$ cat src/rtl/yuv420_unpack_pkg.sv
// Shared types and helpers for the packed YUV420 stream unpacker.
// Stream type codes match the packer side; an earlier dtypes definition wins.
`ifndef DTYPE_WIDTH
`define DTYPE_WIDTH        8
`define DTYPE_FRAME_START  8'h01
`define DTYPE_FRAME_END    8'h02
`define DTYPE_HEADER_START 8'h03
`define DTYPE_HEADER       8'h04
`define DTYPE_ROW_START    8'h05
`define DTYPE_ROW_END      8'h06
`define DTYPE_PIXEL        8'h10
`define DTYPE_PIXEL_MASK   8'hF0
`endif

package yuv420_unpack_pkg;

    localparam logic [2:0] ST_IDLE   = 3'd0;
    localparam logic [2:0] ST_HEADER = 3'd1;
    localparam logic [2:0] ST_HDR2   = 3'd2;
    localparam logic [2:0] ST_PIXELS = 3'd3;
    localparam logic [2:0] ST_FLUSH  = 3'd4;
    localparam logic [2:0] ST_DRAIN  = 3'd5;

    localparam logic [1:0] RP_START = 2'd0;
    localparam logic [1:0] RP_IN    = 2'd1;
    localparam logic [1:0] RP_END   = 2'd2;

    localparam logic [`DTYPE_WIDTH-1:0] DT_FRAME_START  = `DTYPE_FRAME_START;
    localparam logic [`DTYPE_WIDTH-1:0] DT_FRAME_END    = `DTYPE_FRAME_END;
    localparam logic [`DTYPE_WIDTH-1:0] DT_HEADER_START = `DTYPE_HEADER_START;
    localparam logic [`DTYPE_WIDTH-1:0] DT_HEADER       = `DTYPE_HEADER;
    localparam logic [`DTYPE_WIDTH-1:0] DT_ROW_START    = `DTYPE_ROW_START;
    localparam logic [`DTYPE_WIDTH-1:0] DT_ROW_END      = `DTYPE_ROW_END;
    localparam logic [`DTYPE_WIDTH-1:0] DT_PIXEL        = `DTYPE_PIXEL;

    typedef enum logic [3:0] {
        K_NONE, K_FSTART, K_FEND, K_HSTART, K_HDR_LO, K_HDR_HI,
        K_ROW_START, K_ROW_END, K_PIXEL
    } emit_kind_t;

    // Bytes consumed by the next pixel: chroma rides on odd pixels of odd rows in 420 mode.
    function automatic logic [3:0] token_size(input logic raw, input logic en,
                                              input logic row_phase, input logic col_phase);
        logic [3:0] size;
        if (raw) begin
            size = 4'd1;
        end else if (!en) begin
            size = 4'd3;
        end else if (row_phase && col_phase) begin
            size = 4'd3;
        end else begin
            size = 4'd1;
        end
        return size;
    endfunction

endpackage

$ cat src/rtl/yuv420_unpack_byte_fifo8.sv
// Eight-byte shift buffer: appends 4-byte words, pops 1 or 3 oldest bytes.
// Bytes above the fill count are always zero so a push can simply OR in.
module yuv420_unpack_byte_fifo8 (
    input  logic        clk,
    input  logic        reset,
    input  logic        clear,
    input  logic        push,
    input  logic [31:0] push_data,
    input  logic [1:0]  pop_cnt,
    output logic [3:0]  count,
    output logic [7:0]  byte0,
    output logic [7:0]  byte1,
    output logic [7:0]  byte2
);

    logic [63:0] data_r;
    logic [3:0]  count_r;
    logic [63:0] shifted_s;
    logic [63:0] next_data_s;
    logic [3:0]  remain_s;
    logic [3:0]  next_count_s;

    // Pop first, then append the new word right after whatever bytes remain.
    always_comb begin
        case (pop_cnt)
            2'd1:    shifted_s = {8'h00, data_r[63:8]};
            2'd3:    shifted_s = {24'h000000, data_r[63:24]};
            default: shifted_s = data_r;
        endcase
        remain_s = count_r - {2'b00, pop_cnt};
        if (push) begin
            next_data_s  = shifted_s | ({32'h00000000, push_data} << {remain_s, 3'b000});
            next_count_s = remain_s + 4'd4;
        end else begin
            next_data_s  = shifted_s;
            next_count_s = remain_s;
        end
    end

    // Buffer storage with async reset and synchronous flush.
    always_ff @(posedge clk or posedge reset) begin
        if (reset) begin
            data_r  <= 64'h0;
            count_r <= 4'd0;
        end else if (clear) begin
            data_r  <= 64'h0;
            count_r <= 4'd0;
        end else begin
            data_r  <= next_data_s;
            count_r <= next_count_s;
        end
    end

    assign count = count_r;
    assign byte0 = data_r[7:0];
    assign byte1 = data_r[15:8];
    assign byte2 = data_r[23:16];

endmodule

$ cat src/rtl/yuv420_unpack.sv
// Packed 32-bit YUV420 word stream back to one pixel per cycle with framing.
// Each cycle picks at most one output event; counters and outputs follow that choice.
module yuv420_unpack
    import yuv420_unpack_pkg::*;
#(
    parameter int NUM_COLS_WIDTH = 11,
    parameter int BUF_BYTES      = 8
) (
    input  logic                      clk,
    input  logic                      reset,
    input  logic [15:0]               image_type,
    input  logic                      enable,
    input  logic [NUM_COLS_WIDTH-1:0] num_cols,
    input  logic [NUM_COLS_WIDTH-1:0] num_rows,
    input  logic                      dvi,
    input  logic [`DTYPE_WIDTH-1:0]   dtypei,
    input  logic [31:0]               datai,
    output logic                      rdyo,
    output logic                      dvo,
    output logic [`DTYPE_WIDTH-1:0]   dtypeo,
    output logic [7:0]                yo,
    output logic [7:0]                uo,
    output logic [7:0]                vo,
    output logic                      uv_valid,
    output logic [15:0]               meta_datao
);

    localparam logic [3:0]                ACCEPT_MAX = 4'(BUF_BYTES - 4);
    localparam logic [NUM_COLS_WIDTH-1:0] CNT_ONE    = NUM_COLS_WIDTH'(1);

    logic [2:0]                state_r;
    logic                      raw_r;
    logic                      en_r;
    logic [NUM_COLS_WIDTH-1:0] cols_r;
    logic [NUM_COLS_WIDTH-1:0] rows_r;
    logic [NUM_COLS_WIDTH-1:0] col_r;
    logic [NUM_COLS_WIDTH-1:0] row_r;
    logic [1:0]                rphase_r;
    logic [15:0]               hdr_hi_r;

    logic                      dvo_r;
    logic [`DTYPE_WIDTH-1:0]   dtypeo_r;
    logic [7:0]                yo_r;
    logic [7:0]                uo_r;
    logic [7:0]                vo_r;
    logic                      uv_valid_r;
    logic [15:0]               meta_r;

    logic [3:0]  count_s;
    logic [7:0]  b0_s;
    logic [7:0]  b1_s;
    logic [7:0]  b2_s;
    logic        rdyo_s;
    logic        accept_s;
    logic        is_fs_s;
    logic        is_fe_s;
    logic        is_pix_s;
    logic [3:0]  tok_s;
    logic        pix_ok_s;
    logic        last_row_s;
    emit_kind_t  kind_s;
    logic [2:0]  nstate_s;
    logic        push_s;
    logic        clear_s;
    logic [1:0]  pop_s;

    yuv420_unpack_byte_fifo8 u_fifo (
        .clk       (clk),
        .reset     (reset),
        .clear     (clear_s),
        .push      (push_s),
        .push_data (datai),
        .pop_cnt   (pop_s),
        .count     (count_s),
        .byte0     (b0_s),
        .byte1     (b1_s),
        .byte2     (b2_s)
    );

    // Ready depends only on registered state and buffer fill.
    always_comb begin
        case (state_r)
            ST_PIXELS:         rdyo_s = (count_s <= ACCEPT_MAX);
            ST_HDR2, ST_FLUSH: rdyo_s = 1'b0;
            default:           rdyo_s = 1'b1;
        endcase
    end

    assign accept_s   = dvi && rdyo_s;
    assign is_fs_s    = accept_s && (dtypei == `DTYPE_FRAME_START);
    assign is_fe_s    = accept_s && (dtypei == `DTYPE_FRAME_END);
    assign is_pix_s   = |(dtypei & `DTYPE_PIXEL_MASK);
    assign tok_s      = token_size(raw_r, en_r, row_r[0], col_r[0]);
    assign pix_ok_s   = (count_s >= tok_s);
    assign last_row_s = (row_r == (rows_r - CNT_ONE));
    assign pop_s      = (kind_s == K_PIXEL) ? tok_s[1:0] : 2'd0;

    // Decide this cycle's output event, buffer action and next state.
    always_comb begin
        kind_s   = K_NONE;
        nstate_s = state_r;
        push_s   = 1'b0;
        clear_s  = 1'b0;
        if (is_fs_s) begin
            kind_s   = K_FSTART;
            clear_s  = 1'b1;
            nstate_s = ST_HEADER;
        end else begin
            case (state_r)
                ST_IDLE: begin
                    kind_s = K_NONE;
                end
                ST_HEADER: begin
                    if (!accept_s) begin
                        kind_s = K_NONE;
                    end else if (dtypei == `DTYPE_HEADER_START) begin
                        kind_s = K_HSTART;
                    end else if (dtypei == `DTYPE_HEADER) begin
                        kind_s   = K_HDR_LO;
                        nstate_s = ST_HDR2;
                    end else if (is_pix_s) begin
                        push_s   = 1'b1;
                        nstate_s = ST_PIXELS;
                    end else if (is_fe_s) begin
                        kind_s   = K_FEND;
                        nstate_s = ST_IDLE;
                    end else begin
                        kind_s = K_NONE;
                    end
                end
                ST_HDR2: begin
                    kind_s   = K_HDR_HI;
                    nstate_s = ST_HEADER;
                end
                ST_PIXELS: begin
                    push_s = accept_s && is_pix_s;
                    case (rphase_r)
                        RP_START: kind_s = K_ROW_START;
                        RP_IN:    kind_s = pix_ok_s ? K_PIXEL : K_NONE;
                        RP_END:   kind_s = K_ROW_END;
                        default:  kind_s = K_NONE;
                    endcase
                    if (is_fe_s) begin
                        nstate_s = ST_FLUSH;
                    end else if ((rphase_r == RP_END) && last_row_s) begin
                        nstate_s = ST_DRAIN;
                    end else begin
                        nstate_s = state_r;
                    end
                end
                // Short frame: finish complete pixels, close the row, then end the frame.
                ST_FLUSH: begin
                    case (rphase_r)
                        RP_START: begin
                            if (pix_ok_s && (row_r < rows_r)) begin
                                kind_s = K_ROW_START;
                            end else begin
                                kind_s   = K_FEND;
                                nstate_s = ST_IDLE;
                            end
                        end
                        RP_IN:   kind_s = pix_ok_s ? K_PIXEL : K_ROW_END;
                        RP_END:  kind_s = K_ROW_END;
                        default: begin
                            kind_s   = K_FEND;
                            nstate_s = ST_IDLE;
                        end
                    endcase
                end
                ST_DRAIN: begin
                    clear_s = 1'b1;
                    if (is_fe_s) begin
                        kind_s   = K_FEND;
                        nstate_s = ST_IDLE;
                    end else begin
                        kind_s = K_NONE;
                    end
                end
                default: begin
                    nstate_s = ST_IDLE;
                end
            endcase
        end
    end

    // State, per-frame configuration and row/column progress.
    always_ff @(posedge clk or posedge reset) begin
        if (reset) begin
            state_r  <= ST_IDLE;
            raw_r    <= 1'b0;
            en_r     <= 1'b0;
            cols_r   <= '0;
            rows_r   <= '0;
            col_r    <= '0;
            row_r    <= '0;
            rphase_r <= RP_START;
            hdr_hi_r <= 16'h0000;
        end else begin
            state_r <= nstate_s;
            case (kind_s)
                K_FSTART: begin
                    raw_r    <= (image_type == 16'h0000);
                    en_r     <= enable;
                    cols_r   <= num_cols;
                    rows_r   <= num_rows;
                    col_r    <= '0;
                    row_r    <= '0;
                    rphase_r <= RP_START;
                end
                K_HDR_LO:    hdr_hi_r <= datai[31:16];
                K_ROW_START: rphase_r <= RP_IN;
                K_PIXEL: begin
                    if (col_r == (cols_r - CNT_ONE)) begin
                        col_r    <= '0;
                        rphase_r <= RP_END;
                    end else begin
                        col_r <= col_r + CNT_ONE;
                    end
                end
                K_ROW_END: begin
                    row_r    <= row_r + CNT_ONE;
                    rphase_r <= RP_START;
                end
                default: begin
                    rphase_r <= rphase_r;
                end
            endcase
        end
    end

    // Registered output stage; chroma holds its last value on Y-only pixels.
    always_ff @(posedge clk or posedge reset) begin
        if (reset) begin
            dvo_r      <= 1'b0;
            dtypeo_r   <= '0;
            yo_r       <= 8'h00;
            uo_r       <= 8'h00;
            vo_r       <= 8'h00;
            uv_valid_r <= 1'b0;
            meta_r     <= 16'h0000;
        end else begin
            dvo_r      <= (kind_s != K_NONE);
            uv_valid_r <= 1'b0;
            case (kind_s)
                K_FSTART:    dtypeo_r <= `DTYPE_FRAME_START;
                K_FEND:      dtypeo_r <= `DTYPE_FRAME_END;
                K_HSTART:    dtypeo_r <= `DTYPE_HEADER_START;
                K_HDR_LO: begin
                    dtypeo_r <= `DTYPE_HEADER;
                    meta_r   <= datai[15:0];
                end
                K_HDR_HI: begin
                    dtypeo_r <= `DTYPE_HEADER;
                    meta_r   <= hdr_hi_r;
                end
                K_ROW_START: dtypeo_r <= `DTYPE_ROW_START;
                K_ROW_END:   dtypeo_r <= `DTYPE_ROW_END;
                K_PIXEL: begin
                    dtypeo_r <= `DTYPE_PIXEL;
                    yo_r     <= b0_s;
                    if (tok_s == 4'd3) begin
                        uo_r       <= b1_s;
                        vo_r       <= b2_s;
                        uv_valid_r <= 1'b1;
                    end else begin
                        uv_valid_r <= 1'b0;
                    end
                end
                default: dtypeo_r <= dtypeo_r;
            endcase
        end
    end

    assign rdyo       = rdyo_s;
    assign dvo        = dvo_r;
    assign dtypeo     = dtypeo_r;
    assign yo         = yo_r;
    assign uo         = uo_r;
    assign vo         = vo_r;
    assign uv_valid   = uv_valid_r;
    assign meta_datao = meta_r;

endmodule

$ cat config.mk
export PLATFORM = sky130hd
export DESIGN_NAME = yuv420_unpack
export DESIGN_NICKNAME = d
export VERILOG_FILES = /design/src/rtl/yuv420_unpack_pkg.sv /design/src/rtl/yuv420_unpack_byte_fifo8.sv /design/src/rtl/yuv420_unpack.sv
export SDC_FILE = /design/constraint.sdc
export NUM_CORES = 1
export LEC_CHECK = 0
export ABC_AREA = 1
export CORE_MARGIN = 8
export CORE_UTILIZATION = 30
export CTS_CLUSTER_DIAMETER = 60
export CTS_CLUSTER_SIZE = 16
export DETAILED_ROUTE_END_ITERATION = 12
export PLACE_DENSITY_LB_ADDON = 0.2
export SLEW_MARGIN = 20
export SYNTH_ARGS = -nofsm -noshare
export SYNTH_HDL_FRONTEND = slang
export SYNTH_HIERARCHICAL = 1
export SYNTH_SLANG_ARGS = --single-unit
$ cat constraint.sdc
create_clock -name clk -period 5.1 [get_ports clk]
set_input_delay 0.51 -clock clk [delete_from_list [all_inputs] [get_ports clk]]
set_output_delay 0.51 -clock clk [all_outputs]
set_load 0.02 [all_outputs]
==> results.ini <==
[floorplanning]
die_h_um=211
dieArea_mm2=0.0446
core-area_mm2=0.0376
die_w_um=211
start_util_pct=30.4
rows=71
num_io_pins=133

[routing]
ant_nets=0
vias_per_cell=4.84
highest_layer=met4
wire_per_inst_um=16.8
vias=10300
drc=0
met3WireLength_um=1590
wl_met2_um=17200
firstDrtPassIters=5
m1WireLength_um=16200
wl_um=35900
drt_iter0_drc=735

[clock_tree]
clock_path_buffers=2
cts_max_level=4
cts_setup_buffers=0
cts.sinks=181
insertion_delay_ns=0.45
numCtsBuffers=17
cts_hold_buf=0
cts_tree=built
cts.clk_slew.worst_paths_ns=0.08
cts-resized-gates=0
root_buffer=clkbuf_16

[sta]
worst_pin_slew_ns=0.850
fin_skew_ns=0.0142
rsz0062_at_grt=false
min_period_over_period_pct=82.2
finalHoldViolCount=0
slew_violations=0
fin_setup_tns_ns=0
slew_headroom_pct=43.3
post-route-min-period_ns=4.19
setup_viol=0
holdWs_ns=0.485
max_freq_ghz=0.239

[grt]
gr-usage-all-layers_pct=16.2
grt_pass1_vias=10300
overflow=0
antenna_found_initial=0
grt_max_degree=80
grt_pass1_wl_um=57600

[cells_and_area]
register_area_mm2=0.00453
nNetsFinal=1714
fill_cells=4030
antenna_cells=0
multi_input_area_mm2=0.00569
area_growth_pct=17.7
drive_above_1_share_pct=7.64

[worst_setup_path]
cp_max_fo=28
critical_path.startpoint_type=register
cp.required_ns=5.40
worstPathArrival_ns=4.49
path_class=register to register
crit_path_end_kind=register

[flow_run]
cap_violations=0

[placement]
io_buffers=128
finalWeightedCongestion=0.873
hpwl_um=26000

[yosys]
synthCells=1547
postSynthAreaPerCell_um2=7.39
synth_edf_count=0
async_flop_share_pct=100
synth_area_mm2=0.0114
ys.flop_type=dfrtp_1
ys_warn_count=6
yosysSeqAreaShare_pct=39.6
synth.distinct_cells=44
synth-seq-cells=181

[power_and_ir_drop]
ir_drop_mv=0.226
power_density_mw_per_mm2=236
p_leak_uw=0.00630

[min_path]
hp-class=register to register

[run_status]
status=finished, final reports clean

synth_stat cells, types with 2 or more instances:
cell type  count  area (um2)
nand2_1      461        1730
dfrtp_1      181        4530
nor2_1       145         544
inv_1        139         522
nand3_1       96         480
o21ai_0       62         310
a21oi_1       44         220
nand4_1       44         275
o22ai_1       41         257
buf_4         39         293
xor2_1        35         307
buf_2         31         155
ha_1          22         275
a21oi_2       20         175
o21bai_1      19         143
o21ai_1       18        90.1
o211ai_1      17         128
clkbuf_1      16        60.1
o221ai_1      15         131
inv_2         10        37.5
xnor2_1       10        87.6
buf_6          9         101
nand2_2        9        56.3
or2_2          9        56.3
nor4_1         8        50.1
nor2_2         7        43.8
buf_1          5        18.8
nor2_4         5        56.3
nor3_1         5        25.0
nand2_4        4        45.0
inv_4          3        18.8
a31oi_1        2        12.5
buf_8          2        30.0
nand3_2        2        20.0
nor2_8         2        40.0
o31ai_1        2        15.0
state kept, by name, summed over array words and instances (netlist names), 11 cells and up:
name,count
u_fifo/data_r,64
hdr_hi_r,16
meta_datao,16
col_r,11
cols_r,11
row_r,11
rows_r,11
power breakdown:
group / total, uW / switching (uW) / internal (uW)
Clock: 1430 / 666 / 761
Combinational: 266 / 152 / 114
Sequential: 1480 / 21.7 / 1460
Total: 3170 / 840 / 2330
kinds of logic (layout without fill, tap and decap cells):
logic type                 Yosys count  count (layout)  share of synthesized area, %
and+or+nand+nor                    802             802                          30.5
xor gates and xnor gates            45              45                          3.45
adders and majority gates           23              23                          2.58
buffers and inverters              254             326                          10.8
other                                1               4                        0.0328
DFF                                181             181                          39.6
AOI/OAI and AO/OA                  241             241                          13.0
final cells by class:
type	count	share of cell area, %
clock buffers	18	3.26
clock inverters	14	1.33
inverters	152	4.33
multi-input cells	1115	42.3
flip-flops and latches	181	33.6
well taps	511	4.75
repair buffers	142	10.4
worst paths after layout:
check,start,endpoint,slack (ns),cells past startpoint
hold reg to reg,uo[2],uo[2],0.49,2
max in group asynchronous,reset,hdr_hi_r[4],3.36,3
setup reg to reg,col_r[0],u_fifo/data_r[57],0.91,26
setup / recovery,col_r[0],u_fifo/data_r[57],0.91,26
min in group asynchronous,reset,u_fifo/data_r[5],0.63,2
hold / removal,uo[2],uo[2],0.49,2
layout by cell type, fill, tap and decap left out, drive strengths merged, types with 14 or more instances in the layout:
| master | instances |
|---|---|
| nand2 | 474 |
| dfrtp | 181 |
| inv | 161 |
| nor2 | 159 |
| clkdlybuf4s50 | 128 |
| nand3 | 99 |
| o21ai | 80 |
| a21oi | 64 |
| nand4 | 45 |
| o22ai | 41 |
| xor2 | 35 |
| ha | 22 |
| o21bai | 19 |
| clkbuf | 18 |
| o211ai | 17 |
| o221ai | 15 |
| buf | 14 |
critical path, cell delays in order (launching register included):
cell,delay (ns)
dfrtp_1,0.44
nand2_1,0.08
a21oi_1,0.35
inv_1,0.08
ha_1,0.28
nand2_1,0.06
nand4_1,0.11
nand2_1,0.06
nand2_1,0.05
nand2_1,0.04
nor2_1,0.09
nand2_1,0.09
nand2_2,0.12
nand4_4,0.11
inv_4,0.16
nand2_4,0.16
inv_4,0.24
inv_1,0.12
ha_1,0.30
nand2_1,0.10
nand2_1,0.07
nand2_1,0.07
nand2_2,0.34
nand2_2,0.30
nor2_1,0.07
nor2_1,0.08
nor2_1,0.05
stage by stage:
step | instance area, um2 | utilization, % | std cells | power, uW | setup slack (ns)
2_1_floorplan | 11400 | - | 1550 | 1650 | 1.59
3_3_place_gp | 12800 | 34.2 | 2101 | 1770 | 0.840
3_5_place_dp | 12800 | 34.2 | 2101 | 1780 | 0.804
4_1_cts | 13500 | 35.8 | 2133 | 3230 | 0.867
5_1_grt | 13500 | 35.8 | 2133 | 3310 | 0.326
6_report | 13500 | 35.8 | 2133 | 3170 | 0.908
metal layers:
layer  global-route usage [%]  vias up
met5                        0        -
met2                     26.8      245
met3                     3.13       45
li1                         -     5136
met4                     5.96        0
met1                     20.9     4893
No activity file was read; power rests on OpenSTA's default activity.
